### config.mk
export PLATFORM = sky130hd
export DESIGN_NAME = trigger_out_capture
export DESIGN_NICKNAME = d
export VERILOG_FILES = /design/src/rtl/trigger_out_capture.sv
export SDC_FILE = /design/constraint.sdc
export NUM_CORES = 1
export LEC_CHECK = 0
export ABC_CLOCK_PERIOD_IN_PS = 2250
export CAP_MARGIN = 10
export CORE_MARGIN = 1
export CORE_UTILIZATION = 40
export CTS_CLUSTER_DIAMETER = 200
export CTS_CLUSTER_SIZE = 25
export DETAILED_ROUTE_END_ITERATION = 6
export PLACE_DENSITY = 0.68
export SETUP_SLACK_MARGIN = 0.2
export SLEW_MARGIN = 20
export SYNTH_ARGS = -nofsm -noshare
export SYNTH_HDL_FRONTEND = slang
export SYNTH_SLANG_ARGS = --single-unit
### constraint.sdc
create_clock -name ti_clk -period 2.25 [get_ports ti_clk]
set_clock_uncertainty 0.1 [all_clocks]
set_input_delay 0.225 -clock ti_clk [delete_from_list [all_inputs] [get_ports ti_clk]]
set_output_delay 0.225 -clock ti_clk [all_outputs]
set_load 0.01 [all_outputs]
### src/rtl/trigger_out_capture.sv
// Sticky trigger collector with host snapshot/read; optional rising-edge event
// detection enabled by defining TRIGGER_EDGE_DETECT_EN.
module trigger_out_capture #(
    parameter int unsigned WIDTH   = 16,
    parameter logic [7:0]  EP_ADDR = 8'h60
) (
    input  logic             ti_clk,
    input  logic             reset,
    input  logic [WIDTH-1:0] ep_trigger,
    input  logic [7:0]       host_addr,
    input  logic             host_update,
    input  logic             host_read,
    output logic [15:0]      host_data,
    output logic             host_data_valid,
    output logic             pending,
    output logic             overrun
);

    typedef enum logic {StIdle, StHeld} state_t;

    state_t           state;
    logic [WIDTH-1:0] sticky;
    logic [WIDTH-1:0] snap;
    logic [WIDTH-1:0] events;
    logic [WIDTH-1:0] sticky_next;
    logic [15:0]      snap_ext;
    logic             upd;
    logic             rd;

    assign upd = host_update && (host_addr == EP_ADDR);
    assign rd  = host_read && (host_addr == EP_ADDR);

`ifdef TRIGGER_EDGE_DETECT_EN
    logic [WIDTH-1:0] prev;

    always_ff @(posedge ti_clk) begin
        if (reset) begin
            prev <= '0;
        end else begin
            prev <= ep_trigger;
        end
    end

    assign events = ep_trigger & ~prev;
`else
    assign events = ep_trigger;
`endif

    // Same-cycle events are folded into the snapshot, so clearing on update loses nothing.
    assign sticky_next = upd ? '0 : (sticky | events);

    always_comb begin
        snap_ext            = '0;
        snap_ext[WIDTH-1:0] = snap;
    end

    always_ff @(posedge ti_clk) begin
        if (reset) begin
            state           <= StIdle;
            sticky          <= '0;
            snap            <= '0;
            host_data       <= '0;
            host_data_valid <= 1'b0;
            pending         <= 1'b0;
            overrun         <= 1'b0;
        end else begin
            sticky          <= sticky_next;
            pending         <= |sticky_next;
            host_data_valid <= rd;
            if (rd) begin
                host_data <= (state == StHeld) ? snap_ext : 16'h0000;
            end

            if (rd && upd) begin
                // Read returns the old snapshot, then the update starts a fresh one.
                snap    <= sticky | events;
                overrun <= 1'b0;
                state   <= StHeld;
            end else if (upd) begin
                if (state == StIdle) begin
                    snap <= sticky | events;
                end else begin
                    snap    <= snap | sticky | events;
                    overrun <= 1'b1;
                end
                state <= StHeld;
            end else if (rd && (state == StHeld)) begin
                snap    <= '0;
                overrun <= 1'b0;
                state   <= StIdle;
            end
        end
    end

endmodule

Word-level counts from Yosys, hierarchy flattened
Cells that the tools add are included.
W data, S select, Z words.

cells by class
  $mul = 0
  order comparisons = 0
  add/sub/neg operators = 0
  muxes and demuxes = 11
  bitwise operators = 3
  divide/modulo/power cells = 0
  reduce and logical (&&, ||, !) cells = 9
  shift-type cells = 0
  eq/ne operators = 2

operators with widths
  kind                  number
  $mux W16              6
  $or A16 B16 Y16       3
  $reduce_or A16 Y1     1
  $eq A8 B7 Y1 const B  1
  $mux W1               5
  $logic_and A1 B1 Y1   4
  $reduce_bool A3 Y1    1
  $ne A2 B2 Y1 const B  1
  $reduce_and A2 Y1     1
  $reduce_bool A2 Y1    1
  $reduce_or A2 Y1      1

storage, ports and cells
  register bits after elaboration = 52
  logic and storage cells = 32
  memory bits (writable) = 0
  output and inout port bits = 19
  latch bits = 0
  bits of input ports = 28
  ROM bits = 0
  memories kept = 0

Longest topological paths before layout
  depth after elaboration = 6
  gate-level depth with buffers = 5
  mapped depth without buffers = 3

Least setup slack after synthesis
OpenSTA, ideal clock, no wires.

  path type = reg2reg
  start = register state
  end = register snap[14]
  setup slack = 0.672 ns
  library setup time = 0.071 ns
  stages on the path, launching flop included = 5
  arrival = 1.407 ns
  period minus slack after synthesis = 1.578 ns
  buffers on the path = 1
  cell sequence = dfxtp_1 mux2_2 a31oi_1 buf_4 o2bb2ai_1

on the way
  longest elaborated chain between the ends = 3
  elaborated cells between the ends (all ways) = 5
  classes of those cells = mux (3); reduce/logical (2)

RTL lines
  what                      line  source
  start: declaration        21    state_t state;
  start signal: assignment  59    state <= StIdle;
  start signal: assignment  78    state <= StHeld;
  start signal: assignment  86    state <= StHeld;
  $mux W16                  80    if (state == StIdle) begin
  $mux W16                  79    end else if (upd) begin
  $mux W16                  74    if (rd && upd) begin
  end signal: assignment    76    snap <= sticky | events;
  end signal: assignment    81    snap <= sticky | events;
  end signal: assignment    83    snap <= snap | sticky | events;
  end: declaration          23    logic [WIDTH-1:0] snap;

Several ways; a longest one is shown, not always the timed one.
A chain may end at the register's enable or synchronous reset.

Worst setup path after layout
  start = input host_addr[6]
  end = register host_data[14]

on the way
  longest elaborated chain between the ends = 2

RTL lines
  what                    line  source
  start: declaration      10    input logic [7:0] host_addr,
  $eq A8 B7 Y1            31    assign rd = host_read && (host_addr == EP_ADDR);
  $logic_and A1 B1 Y1     31
  end signal: assignment  71    host_data <= (state == StHeld) ? snap_ext : 16'h0000;
  end: declaration        13    output logic [15:0] host_data,

Every way passes these cells.

==> impl_metrics.toml <==
[status]
status = "complete, no violations"

[die]
rows = 23
core_area_um2 = 4090
dieWidth_um = 67.7
die_h_um = 67.7
ios = 47
initial_core_util_pct = 42.3
die_area_um2 = 4590

[sta]
tightest_slew_ns = 0.411
slew_headroom_pct = 72.6
max_freq_ghz = 0.582
slew_viol_final = 0
worst_slack_ns = 0.533
rsz0062_at_grt = "false"
finalSetupViolCount = 0
fin_crit_sh_pct = 76.3
hold_violations = 0
setup_tns_ns = 0
fin_crit_ns = 1.72
fin_hold_ws_ns = 0.369

[synth]
ys_seq_elements = 52
syn_nets = 176
async_flop_share_pct = 0
syn_area_per_cell_um2 = 11.7
yosys_warnings = 0
synth-edff-count = 0
ys_types = 28
synth-seq-area-share_pct = 60.2
synth_cells = 148
synth_area_um2 = 1730
synthFlopType = "dfxtp_1"

[drt]
wl_um = 3800
vias = 1357
drt_iter0_markers = 110
antenna_left = 0
wl_per_cell_um = 15.2
routed_via_density = 5.43
firstDrtPassIters = 4
drc = 0

[worst_setup_path]
cp_slowest_cell = "or4bb_4"
timing.rr.start = "state"
critPathBufInv = 2
crit_path_max_fanout = 16
r2r-end = "snap[10]"
critPathRequiredTime_ns = 2.39
r2r_slack_ns = 0.73
cpPeakStageDelay_ns = 0.57
critical_path.top_delay_family = "simple AND/OR/NAND/NOR gates"
path_class = "in -> reg"
arrival_ns = 1.86
rr_worst_depth = 4
end_kind = "flip-flop"
path_cells = "clkdlybuf4s50_1, or4bb_4, nor3_4, buf_4, a22o_1"
startpoint_type = "input pin"

[grt]
grt.total_usage_pct = 19.0
grt_pass1_vias = 1344
grt_pass1_wl_um = 6310
grt.overflow.total = 0
grt_max_degree = 18
antenna_found_initial = 0

[clocking]
holdBufCountCts = 0
h-tree-depth = 2
insertion_delay_ns = 0.30
numClockSinks = 52
cts_tree = "built"
clockBufferDepth = 2
clk_pin_slew_ns = 0.08
root_buffer = "clkbuf_8"
post_cts_buffers = 0
postCtsResizedCells = 0
numCtsBuffers = 5

[placement]
place_area_um2 = 2240
dp_slack_ns = 0.228
hpwl_um = 2690
gp_congestion = 0.725
portBuffers = 46

[layout]
final_cell_mix = "dfxtp_1, clkdlybuf4s50_1, nor2_1"
antenna_cells = 0
stdcell_area_um2 = 2340
mostFrequentLayoutCell = "dfxtp_1"
drive_gt1_share_pct = 15.0
area_delta_synth_final_pct = 35.2
fin_nets = 227

[worst_hold_path]
hp-class = "reg -> reg"
hp-start = "snap[12]"
holdPathEnd = "snap[12]"
whs_path_depth = 1

[power]
p_leak_nw = 0.875
p_per_area_nw_per_um2 = 685
vdd_ir_drop_max_mv = 0.511

[flow_run]
cap_viol_max_count = 0
[worst max-delay path by stage]
stage | slack [ns] | depth (start not counted) | to | startpoint
after floorplan | 0.67 | 4 | snap[14] | state
after global placement | 0.27 | 5 | host_data[8] | host_addr[6]
after detailed placement | 0.23 | 5 | host_data[10] | host_addr[6]
after CTS | 0.54 | 5 | host_data[14] | host_addr[6]
after global routing | 0.48 | 5 | host_data[14] | host_addr[6]
final | 0.53 | 5 | host_data[14] | host_addr[6]
[cell type report]
| type | count | area, um^2 |
|---|---|---|
| Fill cell | 355 | 1750 |
| Sequential cell | 52 | 1040 |
| Multi-Input combinational cell | 89 | 646 |
| Timing Repair Buffer | 50 | 490 |
| Clock buffer | 6 | 82.6 |
| Tap cell | 50 | 62.6 |
| Clock inverter | 2 | 10.0 |
| Inverter | 1 | 3.75 |
[kinds of logic (layout without fill, tap and decap cells)]
kind of cell           Yosys count  in the layout  share of synthesized area, %
AOI/OAI and AO/OA               40             40                          20.4
muxes                            1              1                         0.652
and+or+nand+nor                 48             48                          16.3
buffers and inverters            7             59                          2.39
DFF                             52             52                          60.2
[power breakdown]
part	switching, W	leakage [nW]	total (W)	internal, W
clock network	0.000287	0.0510	0.000533	0.000246
registers	0.00000847	0.424	0.000950	0.000941
logic	0.0000543	0.399	0.000118	0.0000636
total	0.000349	0.875	0.00160	0.00125
[layer usage]
layer  routed length, um  vias up  track usage (%)  share of wire, %
met3                 134        5             4.56               3.5
met2                1920       28             32.4                51
met1                1700      668             22.8                45
li1                    -      656                -                 -
met4                  41        0             7.71               1.1
met5                   0        -                0                 0
[worst reg2reg max path: stages, from the launching register on]
cell,delay (ns)
dfxtp_1,0.43
mux2_2,0.36
a31oi_1,0.17
buf_4,0.24
o2bb2ai_1,0.15
[synth_stat cells, drive strengths merged (2+ instances only)]
cell type | n | area [um^2]
nor3 | 2 | 21.3
nor2 | 32 | 120
and4 | 3 | 26.3
o2bb2ai | 16 | 140
dfxtp | 52 | 1040
nor4 | 5 | 46.3
a22o | 16 | 153
a31oi | 3 | 18.8
buf | 5 | 33.8
[state kept, by name (all words and copies together), names as in the netlist]
name	cells
host_data_valid	1
sticky	16
snap	16
overrun	1
state	1
host_data	16
pending	1
[per-stage QoR]
stage	utilization [%]	cells	total power [W]
finish	57.2	250	0.00160
global route	57.2	250	0.00166
CTS	57.2	250	0.00161
detailed placement	54.9	242	0.00109
global placement	54.9	242	0.00108
floorplan	-	148	0.00102
(Power assumes the default switching activity.)
